[src/rtl/uart_rx_ctrl.sv]
// uart_rx_ctrl
//
// Receive-side controller between the UART receiver and the APB register block.
// Characters that the receiver completes are buffered in a first-word
// fall-through FIFO, which the register block drains. The block keeps sticky
// overrun and framing-error flags and raises a registered interrupt. Receive
// idle-timeout detection is optional: it is built only when the macro
// UART_RX_TIMEOUT_EN is defined, and otherwise timeout is tied to 0.
//
// Ports
//   PCLK            system clock
//   PRESETn         asynchronous active-low reset
//   rx_data_in      character from the receiver, qualified by rx_ready_in
//   rx_ready_in     1-cycle strobe: character complete, stop bit good
//   frame_error_in  receiver framing-error flag (its rising edge is recorded)
//   rx_busy_in      receiver is mid-frame
//   rx_en           accept characters when 1
//   pop             consume the head entry
//   thresh          interrupt level (0 disables the level interrupt)
//   err_clr         clear the sticky flags
//   rd_data         FIFO head, forced to 0 while the FIFO is empty
//   rd_valid        FIFO non-empty
//   level           entries held, 0..FIFO_DEPTH
//   ovr_err         sticky overrun
//   fe_err          sticky framing error
//   timeout         sticky receive idle timeout
//   irq             combined interrupt, registered

module uart_rx_ctrl #(
    parameter  int DATA_BITS     = 8,
    parameter  int FIFO_DEPTH    = 16,
    parameter  int CLKS_PER_BIT  = 10416,
    parameter  int TIMEOUT_CHARS = 4,
    localparam int AW            = $clog2(FIFO_DEPTH)
) (
    input  logic                 PCLK,
    input  logic                 PRESETn,
    input  logic [DATA_BITS-1:0] rx_data_in,
    input  logic                 rx_ready_in,
    input  logic                 frame_error_in,
    input  logic                 rx_busy_in,
    input  logic                 rx_en,
    input  logic                 pop,
    input  logic [AW:0]          thresh,
    input  logic                 err_clr,
    output logic [DATA_BITS-1:0] rd_data,
    output logic                 rd_valid,
    output logic [AW:0]          level,
    output logic                 ovr_err,
    output logic                 fe_err,
    output logic                 timeout,
    output logic                 irq
);

    localparam logic [AW:0] FULL_LVL = (AW+1)'(FIFO_DEPTH);
    localparam logic [AW:0] LVL_ONE  = (AW+1)'(1);
    localparam int          TLIM     = TIMEOUT_CHARS * 10 * CLKS_PER_BIT;

    logic [DATA_BITS-1:0] mem_q [FIFO_DEPTH];
    logic [AW-1:0]        wr_ptr_q, wr_ptr_d;
    logic [AW-1:0]        rd_ptr_q, rd_ptr_d;
    logic [AW:0]          level_q, level_d;
    logic                 ovr_q, ovr_d;
    logic                 fe_q, fe_d;
    logic                 fe_in_q;
    logic                 to_q;
    logic                 to_set;
    logic                 irq_q, irq_d;

    logic accept, do_push, do_pop, ovr_set, fe_set;

    assign accept  = rx_ready_in & rx_en;
    assign do_pop  = pop & (level_q != '0);
    // A full FIFO still accepts a character when the head leaves in the same cycle.
    assign do_push = accept & ((level_q != FULL_LVL) | do_pop);
    assign ovr_set = accept & (level_q == FULL_LVL) & ~pop;
    assign fe_set  = frame_error_in & ~fe_in_q;

    always_comb begin
        wr_ptr_d = wr_ptr_q;
        rd_ptr_d = rd_ptr_q;
        level_d  = level_q;
        if (do_push) wr_ptr_d = wr_ptr_q + AW'(1);
        if (do_pop)  rd_ptr_d = rd_ptr_q + AW'(1);
        case ({do_push, do_pop})
            2'b10:   level_d = level_q + LVL_ONE;
            2'b01:   level_d = level_q - LVL_ONE;
            default: level_d = level_q;
        endcase
        // Set events take priority over a coincident clear.
        ovr_d = ovr_set | (ovr_q & ~err_clr);
        fe_d  = fe_set  | (fe_q  & ~err_clr);
        irq_d = ((thresh != '0) & (level_q >= thresh)) | ovr_q | fe_q | to_q;
    end

    always_ff @(posedge PCLK or negedge PRESETn) begin
        if (!PRESETn) begin
            wr_ptr_q <= '0;
            rd_ptr_q <= '0;
            level_q  <= '0;
            ovr_q    <= 1'b0;
            fe_q     <= 1'b0;
            fe_in_q  <= 1'b0;
            irq_q    <= 1'b0;
        end else begin
            wr_ptr_q <= wr_ptr_d;
            rd_ptr_q <= rd_ptr_d;
            level_q  <= level_d;
            ovr_q    <= ovr_d;
            fe_q     <= fe_d;
            fe_in_q  <= frame_error_in;
            irq_q    <= irq_d;
        end
    end

    // Storage carries no reset; rd_data masks it while the FIFO is empty.
    always_ff @(posedge PCLK) begin
        if (do_push) mem_q[wr_ptr_q] <= rx_data_in;
    end

`ifdef UART_RX_TIMEOUT_EN
    localparam int          CW       = $clog2(TLIM);
    localparam logic [CW-1:0] CNT_LAST = CW'(TLIM - 1);
    localparam logic [CW-1:0] CNT_ONE  = CW'(1);

    typedef enum logic [1:0] {T_IDLE, T_COUNT, T_EXPIRED} tstate_e;

    tstate_e       tst_q, tst_d;
    logic [CW-1:0] cnt_q, cnt_d;
    logic          to_d;
    logic          activity, quiet;

    assign activity = do_push | do_pop;
    // A quiet cycle holds data with no receiver activity and no FIFO traffic.
    // The cycle that leaves T_IDLE is itself the first counted quiet cycle,
    // so the flag rises exactly TLIM quiet cycles after the last activity.
    assign quiet    = (level_q != '0) & ~rx_busy_in & ~activity;

    always_comb begin
        tst_d  = tst_q;
        cnt_d  = cnt_q;
        to_set = 1'b0;
        case (tst_q)
            T_IDLE: begin
                if (quiet) begin
                    tst_d = T_COUNT;
                    cnt_d = CNT_ONE;
                end
            end
            T_COUNT: begin
                if (!quiet) begin
                    tst_d = T_IDLE;
                    cnt_d = '0;
                end else if (cnt_q == CNT_LAST) begin
                    tst_d  = T_EXPIRED;
                    cnt_d  = '0;
                    to_set = 1'b1;
                end else begin
                    cnt_d = cnt_q + CNT_ONE;
                end
            end
            T_EXPIRED: begin
                if (activity | err_clr) tst_d = T_IDLE;
            end
            default: begin
                tst_d = T_IDLE;
                cnt_d = '0;
            end
        endcase
        to_d = to_set | (to_q & ~err_clr);
    end

    always_ff @(posedge PCLK or negedge PRESETn) begin
        if (!PRESETn) begin
            tst_q <= T_IDLE;
            cnt_q <= '0;
            to_q  <= 1'b0;
        end else begin
            tst_q <= tst_d;
            cnt_q <= cnt_d;
            to_q  <= to_d;
        end
    end
`else
    logic unused_tie;
    assign to_set     = 1'b0;
    assign to_q       = 1'b0;
    assign unused_tie = ^{rx_busy_in, to_set, TLIM[0]};
`endif

    assign rd_valid = (level_q != '0);
    assign level    = level_q;
    assign rd_data  = rd_valid ? mem_q[rd_ptr_q] : '0;
    assign ovr_err  = ovr_q;
    assign fe_err   = fe_q;
    assign timeout  = to_q;
    assign irq      = irq_q;

endmodule

[config.mk]
export PLATFORM = sky130hd
export DESIGN_NAME = uart_rx_ctrl
export DESIGN_NICKNAME = d
export VERILOG_FILES = /design/src/rtl/uart_rx_ctrl.sv
export SDC_FILE = /design/constraint.sdc
export NUM_CORES = 1
export LEC_CHECK = 0
export ABC_AREA = 1
export CORE_MARGIN = 2
export CORE_UTILIZATION = 43
export CTS_CLUSTER_DIAMETER = 30
export DETAILED_ROUTE_END_ITERATION = 8
export DONT_BUFFER_PORTS = 1
export GPL_ROUTABILITY_DRIVEN = 0
export MAX_ROUTING_LAYER = met4
export PLACE_DENSITY = 0.63
export SLEW_MARGIN = 20
export SYNTH_ARGS = -nofsm -noshare
export SYNTH_HDL_FRONTEND = slang
export SYNTH_SLANG_ARGS = --single-unit
[constraint.sdc]
create_clock -name PCLK -period 2.65 [get_ports PCLK]
set_input_delay 0.3975 -clock PCLK [delete_from_list [all_inputs] [get_ports PCLK]]
set_output_delay 0.3975 -clock PCLK [all_outputs]
set_load 0.005 [all_outputs]
== After elaboration in Yosys (flattened, before gate mapping) ==
Memories as Yosys holds them, arrays and structs flattened.
Index checks and enable logic that the tools add are counted.
Storage, ports and cells
  memories: 1
  output and inout bits: 18
  memory bits (writable): 128
  bits in read-only memories: 0
  latch bits: 0
  bits of input ports: 21
  flip-flop bits (word level): 17
Operators by class
  multiply operators: 0
  $add $sub $neg: 4
  bitwise operators: 17
  shifts and indexed selects: 0
  reduce and logical (&&, ||, !) cells: 3
  magnitude comparators: 1
  divide/modulo/power cells: 0
  multiplexer cells: 4
  equal/unequal tests: 4
Memory list
  mem_q: depth 16, width 8, read ports 1, clocked after Yosys merged registers in 0, write ports 1, line 59  | logic [DATA_BITS-1:0] mem_q [FIFO_DEPTH];
Operator list (count)
  one-hot mux 5 bit (2 select lines): 1
  nonzero test 5 bit: 2
  AND 1 bit: 9
  adder 4 x 1 -> 4 bit, second input constant: 2
  2-to-1 mux 8 bit: 1
  adder 5 x 1 -> 5 bit, second input constant: 1
  == test 5 bit, second input constant: 1
  greater-or-equal comparator 5 bit: 1
  inequality test 5 bit, second input constant: 1
  bitwise OR 1 bit: 5
  subtractor 5 x 1 -> 5 bit, second input constant: 1
  inverter 1 bit: 3
  == test 2 x 1 -> 1 bit, second input constant: 1
  == test 2 bit, second input constant: 1
  2-to-1 mux 1 bit: 2
  nonzero test 2 bit: 1

== Longest topological paths before layout ==
Gate-level depths: netlist of the first run.
  word-level depth: 6
  gate-level depth with buffers: 15
  gate-level depth less buffers: 15

== Worst setup path before layout of the first run ==
No wires, ideal clock.
  path kind: register to register
  start: register level_q[2], in the netlist level[2]
  end: register level_q[4], in the netlist level[4]
  buffers on the path: 0
  setup time: 117 ps
  stages on the path, launching flop included: 15
  required time: 2533 ps
  data arrival time: 2047 ps
  slack: 486 ps
  cell sequence: dfrtp_1 -> nor2_1 -> nand3_2 -> nor2_4 -> inv_2 -> nand2_2 -> inv_2 -> ha_1 -> xor2_1 -> ha_1 -> a21o_1 -> nand3_1 -> nand3_1 -> nand3_1 -> nand2_1
On the way
  word-level cells in the longest chain between the ends: 6
  elaborated cells between the ends (all ways): 11
Ends and longest elaborated chain
  start, declared: line 62  | logic [AW:0] level_q, level_d;
  start signal, assigned: line 108  | level_q <= level_d;
  nonzero test 5 bit (*)
  net rd_valid: line 47  | output logic rd_valid,
  AND 1 bit (*): line 73  | assign do_pop = pop & (level_q != '0);
  net do_pop: line 70  | logic accept, do_push, do_pop, ovr_set, fe_set;
  bitwise OR 1 bit: line 75  | assign do_push = accept & ((level_q != FULL_LVL) | do_pop);
  AND 1 bit: line 75
  == test 2 x 1 -> 1 bit / == test 2 bit (equally long branches): line 85  | case ({do_push, do_pop})
  one-hot mux 5 bit (2 select lines) / nonzero test 2 bit (equally long branches)
The timed path passes the listed nets; every way through them passes the cells marked *.
A chain may end at the register's enable or synchronous reset.

== Worst setup path after layout of the first run ==
  start: register rd_ptr_q[0]
  end: output rd_data[0]
On the way
  word-level cells in the longest chain between the ends: 2
Ends and longest elaborated chain
  start, declared: line 61  | logic [AW-1:0] rd_ptr_q, rd_ptr_d;
  start signal, assigned: line 107  | rd_ptr_q <= rd_ptr_d;
  memory (16 x 8 bit)
  2-to-1 mux 8 bit: line 193  | assign rd_data = rd_valid ? mem_q[rd_ptr_q] : '0;
  end, declared: line 46  | output logic [DATA_BITS-1:0] rd_data,
No other way between the ends.

==> impl_metrics.csv, run 1 <==
group,metric,value,unit
drt,drt_iter0_markers,402,
setup_path,crit_family,"buffers and inverters",
clock_network,cts.sinks,145,
synthesis,yosysWarnings,0,
timing,tightest_slew,0.889,ns
synthesis,synth_nets,609,
synthesis,synth_cells,574,
setup_path,worstPathArrival,2.12,ns
clock_network,h-tree-depth,4,
timing,layout_min_cycle_time,2.52,ns
drt,wire_per_inst,17.8,um
timing,slew_headroom,40.5,%
synthesis,synth_area_leader_cell,"edfxtp_1",
synthesis,synth_area_leaders,"edfxtp_1 61%, nand2_1 12%, nand3_1 8.6%",
drt,ant_nets,0,
setup_path,setup.worst_path.class,"flip-flop to output port",
synthesis,synth.cell_area,0.00633,mm2
synthesis,synth-seq-cells,145,
pwr,power.leakage,2.82,nW
setup_path,critPathLaunchType,"flip-flop",
floorplan,initial_core_util,43.7,%
synthesis,synth_area_per_cell,11.0,um2
clock_network,cts-buffers-inserted,17,
finish,fillers,1287,
setup_path,worst-path-buf-inv,2,
synthesis,async_reset_ff_share,11.7,%
pwr,power_density,1080,mW/mm2
setup_path,r2r_cells,14,
setup_path,crit_cells,8,
global_route,grt_max_degree,67,
timing,finalHoldViolCount,0,
clock_network,clock_latency,0.42,ns
place,port_buffers,0,
global_route,grt_pass1_vias,4080,
timing,report.final.setup_viol,0,
finish,fin_cells,790,
setup_path,crit_slowest_cell,"dfrtp_2",
hold_path,whs_path_depth,0,
timing,fmax,397,MHz
clock_network,cts_setup_buffers,0,
pwr,irDropWorstVdd,0.509,mV
setup_path,cp-end-kind,"output port",
drt,vias_per_cell,5.34,
drt,drt-total-wl,14.1,mm
timing,setup_tns,0,ns
setup_path,slowest_delay,0.43,ns
synthesis,synth.most_common_cell,"nand2_1",
run,drv_cap,0,
setup_path,crit_fanout,19,
timing,post-route-period-util,95.2,%
floorplan,core,0.0145,mm2
synthesis,synthFlopType,"edfxtp_1",
clock_network,ctsResizeCount,0,
drt,drc,0,
finish,area_growth,13.9,%
clock_network,cts_tree,"yes",
setup_path,critPathMostFrequentCell,"nand2_1",
synthesis,seq_area_frac_synth,67.5,%
floorplan,num_rows,44,
finish,layout-drive-gt1-share,10.2,%
drt,routed-via-count,4216,
place,hpwl,8.81,mm
synthesis,synth_cell_type_count,25,
finish,nets,627,
timing,rsz0062_at_grt,"no",
synthesis,synth-edff-count,128,
drt,dr.pass1.iters,5,
global_route,antenna_found_initial,1,
clock_network,clk_pin_slew_worst_paths,0.06,ns
timing,clock-skew-final,0.00627,ns
clock_network,clockBufferDepth,2,
timing,maxSlewViolCount,0,
synthesis,synth_top_cell_area_share,60.8,%
floorplan,dieHeight,125,um
floorplan,chipWidth,125,um
setup_path,crit_required,2.25,ns
timing,hold_ws,0.0705,ns
run_status,outcome,"finished clean",
hold_path,holdCritPathClass,"input pin to flip-flop",
global_route,grtUsageTotal,19.4,%
floorplan,dieArea,0.0157,mm2
synthesis,synth_common_cells,"194 x nand2_1, 128 x edfxtp_1, 109 x nand3_1",
global_route,grt_pass1_wl,22.2,mm
place,dp.cells,755,
clock_network,cts_root_buf,"clkbuf_16",
setup_path,cp_cell_sequence,"inv_2 -> buf_12 -> nand2_1 -> nand3_1 -> nand3_1 -> nand2_1 -> nand2_1 -> a21oi_1",
global_route,overflow,0,
floorplan,ioPinCount,39,
[area by class of cell]
class | instances | area [um2] | share of cell area, %
Clock inverter | 6 | 77.6 | 1.08
Sequential cell | 145 | 4270 | 59.3
Antenna cell | 1 | 2.50 | 0.0347
Inverter | 29 | 109 | 1.51
Timing Repair Buffer | 25 | 230 | 3.20
Clock buffer | 26 | 519 | 7.21
Multi-Input combinational cell | 374 | 1760 | 24.5
Tap cell | 184 | 230 | 3.20
[metal layers]
| metal | part of all wire (%) | wire [um] | up-vias | global-route usage (%) |
|---|---|---|---|---|
| li1 | - | - | 1998 | - |
| met1 | 44 | 6200 | 2069 | 25.2 |
| met2 | 48 | 6730 | 130 | 29.8 |
| met3 | 6.4 | 898 | 19 | 4.58 |
| met4 | 1.9 | 272 | 0 | 7.71 |
| met5 | 0 | 0 | - | - |
[cells by family (layout without fill, tap and decap cells)]
kind of cell / Yosys count / count (layout) / synth area share (%)
compound gates: 23 / 23 / 1.94
fa+ha+maj: 14 / 14 / 2.77
xor+xnor: 9 / 9 / 1.25
simple gates: 327 / 327 / 21.9
flops: 145 / 145 / 67.5
buf+inv: 55 / 86 / 4.63
other cells: 1 / 2 / 0.0593
[timing repair]
action / 4_1_cts / 5_1_grt
hold buffers: 2 / 0
hold endpoints to repair: 18 / 0
setup endpoints to repair: 0 / 0
[state kept, by name, indices dropped and copies added (netlist names)]
register and cells:
wr_ptr_q 4, fe_err 1, fe_in_q 1, ovr_err 1, irq 1, mem_q 128, level 5, rd_ptr_q 4
[placed cells by master, fill, tap and decap left out, drive strengths merged]
master / n
xnor2: 3
nor2: 20
clkbuf: 26
a21o: 1
dlygate4sd3: 2
ha: 14
o21bai: 1
a21oi: 11
o21ai: 8
clkinv: 4
bufinv: 2
buf: 23
nor3: 1
nand3: 110
dfrtp: 17
conb: 1
diode: 1
xor2: 6
o22ai: 2
nand2: 196
inv: 29
edfxtp: 128
[per-stage QoR]
step           worst slack (ns)  cell area (um2)  utilization, %  total power [mW]
3_5_place_dp              0.304             6580            45.5              5.43
2_1_floorplan             0.486             6330               -              4.79
5_1_grt                  0.0250             7200            49.7              8.25
3_3_place_gp              0.363             6580            45.5              5.36
4_1_cts                   0.123             7200            49.7              7.80
6_report                  0.128             7200            49.7              7.76
[final timing paths]
path / start / to / slack [ns]
worst max-delay path: rd_ptr_q[0] / rd_data[0] / 0.13
worst min-delay path: rx_data_in[6] / mem_q[10][6] / 0.07
worst max register to register: level[2] / level[4] / 0.32
worst min register to register: fe_in_q / fe_err / 0.43
max in group asynchronous: PRESETn / rd_ptr_q[0] / 1.50
min in group asynchronous: PRESETn / rd_ptr_q[1] / 0.55
[report_power, final]
part / internal (mW) / switching [mW] / leakage [nW]
registers: 2.69 / 0.193 / 1.36
clock network: 1.53 / 0.851 / 0.295
logic: 0.831 / 1.66 / 1.17
total: 5.05 / 2.71 / 2.82
Power figures use the tool's default switching activity.
==> run 2: changes to the inputs <==
--- a/config.mk
+++ b/config.mk
@@ -5,7 +5,7 @@
 export SDC_FILE = /design/constraint.sdc
 export NUM_CORES = 1
 export LEC_CHECK = 0
-export ABC_AREA = 1
+export ABC_AREA = 0
 export CORE_MARGIN = 2
 export CORE_UTILIZATION = 43
 export CTS_CLUSTER_DIAMETER = 30
==> impl_metrics.csv, run 2 <==
group,metric,value,unit
run_status,outcome,"finished clean",
synthesis,yosysWarnings,0,
floorplan,dieHeight,124,um
setup_path,worstPathArrival,2.18,ns
drt,routed-via-count,3113,
timing,post-route-period-util,97.1,%
timing,maxSlewViolCount,0,
hold_path,min_from,"err_clr",
finish,layout-drive-gt1-share,24.7,%
synthesis,synth.area.mux_share,14.1,%
synthesis,synth_area_leader_cell,"edfxtp_1",
floorplan,dieArea,0.0153,mm2
synthesis,seq_area_frac_synth,69.4,%
synthesis,synthXorXnorAreaFrac,1.57,%
drt,dr.pass1.iters,4,
clock_network,cts-buffers-inserted,17,
pwr,power.leakage,2.49,nW
synthesis,async_reset_ff_share,11.7,%
synthesis,synthAdderAreaFrac,2.85,%
drt,drt-total-wl,12.5,mm
global_route,grt_pass1_wl,18.9,mm
hold_path,min_to,"fe_err",
drt,wire_per_inst,21.9,um
synthesis,synth_compound_area_share,3.90,%
finish,final_util,51.6,%
synthesis,synth_area_leaders,"edfxtp_1 62%, mux4_2 7.3%, dfrtp_1 6.9%",
synthesis,synth_area_per_cell,18.3,um2
timing,setup_tns,0,ns
clock_network,clock_latency,0.42,ns
hold_path,holdCritPathClass,"input pin to flip-flop",
floorplan,initial_core_util,44.2,%
timing,slew_headroom,45.6,%
floorplan,ioPinCount,39,
global_route,grt_pass1_vias,3250,
setup_path,r2r_cells,13,
setup_path,cp-startpoint,"rd_ptr_q[1]",
finish,area_growth,16.8,%
place,hpwl,7.65,mm
synthesis,synth.most_common_cell,"edfxtp_1",
pwr,irDropWorstVdd,0.452,mV
setup_path,crit_slowest_cell,"mux4_1",
timing,hold_ws,0.0741,ns
clock_network,clk_pin_slew_worst_paths,0.06,ns
synthesis,synthFlopType,"edfxtp_1",
setup_path,slowest_delay,0.56,ns
drt,drc,0,
global_route,grtUsageTotal,18.5,%
finish,num_antenna_cells,0,
timing,clock-skew-final,0.0103,ns
setup_path,crit_fanout,15,
floorplan,chipWidth,124,um
global_route,grt_max_degree,36,
clock_network,clockBufferDepth,2,
clock_network,h-tree-depth,4,
run,drv_cap,0,
finish,final_common_cell,"edfxtp_1",
synthesis,synth_common_cells,"128 x edfxtp_1, 20 x mux4_2, 19 x inv_1",
synthesis,synth_top_cell_area_share,62.5,%
setup_path,critPathMostFrequentCell,"a211oi_1",
timing,report.final.setup_viol,0,
synthesis,synth-seq-cells,145,
timing,fmax,388,MHz
drt,vias_per_cell,5.47,
global_route,overflow,0,
clock_network,cts_tree,"yes",
setup_path,cp-end-kind,"output port",
place,port_buffers,0,
setup_path,critPathLaunchType,"flip-flop",
drt,drt_iter0_markers,229,
place,place_area,0.00649,mm2
timing,tightest_slew,0.813,ns
setup_path,regToRegSetupSlack,0.25,ns
setup_path,r2r-start,"level[2]",
setup_path,r2r-end,"level[4]",
finish,largest_reg_flops,128,
drt,ant_nets,0,
synthesis,synth_cell_type_count,43,
hold_path,whs_path_depth,1,
finish,top_register,"mem_q",
setup_path,setup.worst_path.class,"flip-flop to output port",
finish,final_cell_mix,"128 x edfxtp_1, 31 x buf_4, 20 x mux4_2, 19 x inv_1, 17 x clkbuf_16",
finish,nets,411,
synthesis,synth_nets,372,
timing,layout_min_cycle_time,2.57,ns
setup_path,crit_required,2.25,ns
synthesis,synth_top_family_by_area,"multiplexers",
synthesis,synth.cell_area,0.00615,mm2
global_route,antenna_found_initial,0,
pwr,power_density,1020,mW/mm2
synthesis,synth_cells,337,
clock_network,cts_root_buf,"clkbuf_16",
floorplan,core,0.0139,mm2
setup_path,cp_cell_sequence,"buf_12 -> mux4_1 -> nor2b_1 -> a211oi_1 -> a211oi_1",
timing,finalHoldViolCount,0,
floorplan,num_rows,43,
synthesis,synth-edff-count,128,
clock_network,cts.sinks,145,
finish,stdcell_area,0.00718,mm2
synthesis,synthSimpleGateAreaFrac,5.08,%
timing,rsz0062_at_grt,"yes",
[run 2: cell types whose count changed in the layout (fill, tap and decap cells not counted), moves of 9 or more]
cell / delta
mux4_2: +20
a211oi_1: +16
mux4_1: +12
buf_4: +11
nand3_1: -106
and2_1: +9
nor2_1: -14
nand2_1: -185
[run 2: how the worst max path moves through the flow]
stage                     slack (ns)         end
after CTS                       0.04  rd_data[1]
after floorplan                 0.09    level[2]
after global placement          0.18    level[4]
final                           0.08  rd_data[0]
after global routing           -0.03    level[4]
after detailed placement        0.12    level[4]
[run 2: worst max-delay path, delay by kind of cell, from the launching register on]
kind	cells	cell delay, ns
multiplexers	1	0.56
AO/OA/AOI/OAI	2	0.51
flip-flops	1	0.38
buffers and inverters	1	0.17
AND/OR/NAND/NOR	1	0.15
[run 2: layer usage]
metal / vias up / share of wire, % / global-route usage, %
met2: 71 / 49 / 28.0
met4: 0 / 2.6 / 7.67
li1: 1425 / - / -
met3: 24 / 4.5 / 5.27
met5: - / 0 / -
met1: 1593 / 44 / 23.5
[run 2: cell families after synthesis]
logic type | after synthesis
and+or+nand+nor | 54
muxes | 42
AOI/OAI and AO/OA | 33
adders and majority gates | 14
xor gates and xnor gates | 11
other | 1
DFF | 145
buffers and inverters | 37
[run 2: cell type report]
type / count / area, um2
tap: 180 / 225
multi-input combinational: 155 / 1730
inverter: 20 / 75.1
timing repair buffer: 37 / 345
fill: 1113 / 6750
clock buffer: 18 / 429
sequential: 145 / 4270
clock inverter: 14 / 114
[run 2: stage by stage]
step / setup WS [ns] / std cells / total power [mW]
final: 0.0758 / 569 / 7.33
after global routing: -0.0302 / 569 / 7.70
after CTS: 0.0386 / 561 / 7.28
after detailed placement: 0.117 / 525 / 5.01
after global placement: 0.182 / 525 / 4.96
after floorplan: 0.0897 / 337 / 4.46
[run 2: what timing repair did]
action                     4_1_cts  5_1_grt
hold buffers                     2        0
setup buffers                    1        8
cloned                           1        0
setup endpoints to repair        2        7
hold endpoints to repair        18        0
gates resized for setup          0        7
[run 2: report_power, final]
| part | internal, mW | switching (mW) | total (mW) |
|---|---|---|---|
| logic | 1.17 | 1.05 | 2.22 |
| registers | 2.71 | 0.221 | 2.93 |
| clock network | 1.28 | 0.900 | 2.18 |
==> run 3: changes to the inputs <==
--- a/config.mk
+++ b/config.mk
@@ -6,14 +6,16 @@
 export NUM_CORES = 1
 export LEC_CHECK = 0
 export ABC_AREA = 0
+export CORE_ASPECT_RATIO = 1.1
 export CORE_MARGIN = 2
-export CORE_UTILIZATION = 43
+export CORE_UTILIZATION = 42
 export CTS_CLUSTER_DIAMETER = 30
 export DETAILED_ROUTE_END_ITERATION = 8
 export DONT_BUFFER_PORTS = 1
 export GPL_ROUTABILITY_DRIVEN = 0
 export MAX_ROUTING_LAYER = met4
-export PLACE_DENSITY = 0.63
+export PLACE_DENSITY = 0.61
+export SKIP_LAST_GASP = 1
 export SLEW_MARGIN = 20
 export SYNTH_ARGS = -nofsm -noshare
 export SYNTH_HDL_FRONTEND = slang
==> impl_metrics.csv, run 3 (synthesis gave the netlist of run 2 again) <==
group,metric,value,unit
run_status,outcome,"finished clean",
pwr,p_sw,2.21,mW
floorplan,num_rows,46,
timing,post-route-period-util,95.4,%
global_route,grtUsageTotal,16.7,%
drt,drc,0,
drt,wire_per_inst,21.5,um
finish,num_antenna_cells,0,
setup_path,crit_family,"multiplexers",
setup_path,setup.worst_path.class,"flip-flop to output port",
finish,final_common_cell,"edfxtp_1",
pwr,irDropWorstVdd,0.462,mV
floorplan,chipWidth,119,um
floorplan,core,0.0144,mm2
place,hpwl,7.29,mm
setup_path,slowest_delay,0.57,ns
pwr,clkPwrFrac,32.9,%
global_route,use_met3,4.73,%
floorplan,initial_core_util,42.8,%
place,port_buffers,0,
finish,multi_input_comb_area,0.00174,mm2
clock_network,h-tree-depth,4,
clock_network,clk_pin_slew_worst_paths,0.06,ns
global_route,grt_max_degree,36,
finish,nets,394,
finish,area_growth,16.3,%
finish,fillers,1186,
pwr,power.leakage,2.44,nW
setup_path,cp_cell_sequence,"buf_12 -> mux4_1 -> nor2b_1 -> a211oi_2 -> a211oi_1",
setup_path,crit_cells,5,
global_route,use_met2,26.2,%
timing,slew_headroom,32.0,%
timing,setup_tns,0,ns
timing,clock-skew-final,0.00939,ns
timing,finalHoldViolCount,0,
global_route,grt_pass1_vias,3146,
pwr,power_frac_comb,28.2,%
hold_path,holdCritPathClass,"input pin to flip-flop",
drt,ant_nets,0,
floorplan,ioPinCount,39,
setup_path,crit_required,2.25,ns
clock_network,cts_root_buf,"clkbuf_16",
drt,drt_iter0_markers,301,
finish,largest_reg_flops,128,
floorplan,dieHeight,131,um
drt,vias_per_cell,5.45,
timing,layout_min_cycle_time,2.53,ns
pwr,netSwitchingFraction,29.2,%
timing,fmax,396,MHz
setup_path,cp-startpoint,"rd_ptr_q[1]",
pwr,power_frac_seq,38.9,%
timing,rsz0062_at_grt,"no",
hold_path,whs_path_depth,0,
drt,routed-via-count,3071,
global_route,top_usage_layer,"met2",
global_route,met1_usage,21.2,%
setup_path,r2r_cells,12,
clock_network,clockBufferDepth,2,
setup_path,crit_fanout,12,
global_route,grt_pass1_wl,18.3,mm
drt,drt-total-wl,12.1,mm
setup_path,worstPathArrival,2.13,ns
finish,layout-drive-gt1-share,22.1,%
setup_path,crit_slowest_cell,"mux4_1",
clock_network,cts_tree,"yes",
timing,report.final.setup_viol,0,
finish,top_register,"mem_q",
run,drv_cap,0,
hold_path,min_from,"rx_data_in[3]",
clock_network,cts.sinks,145,
global_route,overflow,0,
setup_path,cp-end-kind,"output port",
finish,final_cell_mix,"128 x edfxtp_1, 20 x mux4_2, 19 x inv_1, 18 x clkbuf_16, 16 x dfrtp_1",
global_route,antenna_found_initial,0,
setup_path,r2r-start,"level[1]",
clock_network,cts-buffers-inserted,17,
clock_network,clock_latency,0.42,ns
setup_path,worst-path-buf-inv,1,
pwr,p_int,5.36,mW
pwr,power_density,1060,mW/mm2
setup_path,critPathLaunchType,"flip-flop",
pwr,total_power,7.56,mW
timing,tightest_slew,1.02,ns
finish,seq_area,0.00427,mm2
floorplan,dieArea,0.0156,mm2
timing,maxSlewViolCount,0,
drt,dr.pass1.iters,5,
[run 3: area by class of cell]
type / instances / area share (%)
inverters: 20 / 1.05
repair buffers: 20 / 3.11
multi-input cells: 155 / 24.2
clock buffers: 18 / 6.00
flip-flops and latches: 145 / 59.7
well taps: 192 / 3.36
clock inverters: 13 / 2.57
[run 3: worst register-to-register path, delay by kind of cell (launching register included)]
family | cells | cell delay (ns)
adder cells (fa/ha/maj) | 2 | 0.64
AND/OR/NAND/NOR | 4 | 0.58
AO/OA/AOI/OAI | 3 | 0.49
flip-flops | 1 | 0.41
buffers and inverters | 2 | 0.18
XOR/XNOR | 1 | 0.13
[run 3: power groups by stage]
stage          logic (mW)  clock network (mW)  registers [mW]
4_1_cts              2.07                2.53            2.94
3_5_place_dp         2.03                   0            2.98
2_1_floorplan        1.59                   0            2.86
3_3_place_gp         1.99                   0            2.97
6_report             2.13                2.49            2.94
5_1_grt              2.31                2.63            2.97
[run 3: routing by layer]
layer	vias to the layer above	routed length, um
met4	0	205
met1	1581	5270
li1	1391	-
met3	16	633
met2	83	6010
met5	-	0
[run 3: path summary, 6_finish.rpt]
| path | endpoint | slack [ns] |
|---|---|---|
| setup reg to reg | level[4] | 0.16 |
| min in group asynchronous | level[2] | 0.51 |
| max in group asynchronous | rd_ptr_q[1] | 1.59 |
| setup / recovery | rd_data[2] | 0.12 |
| hold reg to reg | fe_err | 0.46 |
| hold / removal | mem_q[14][3] | 0.07 |
[run 3: timing repair]
item / CTS / global route
pin swaps: 0 / 1
endpoints found under the setup margin: 3 / 2
hold buffers: 2 / 0
gates resized for setup: 3 / 2
cloned: 0 / 1
setup buffers: 0 / 1
endpoints found under the hold margin: 18 / 0
[run 3: metrics by stage]
stage | setup slack (ns) | util (%) | instance area, um2 | instances | hold slack [ns]
6_report | 0.122 | 49.7 | 7160 | 563 | 0.0729
3_5_place_dp | 0.193 | 44.9 | 6460 | 528 | 0.102
4_1_cts | 0.0223 | 49.4 | 7110 | 561 | 0.0558
5_1_grt | 0.000421 | 49.7 | 7160 | 563 | 0.0488
2_1_floorplan | 0.0897 | - | 6150 | 337 | 0.102
3_3_place_gp | 0.233 | 44.9 | 6460 | 528 | 0.102
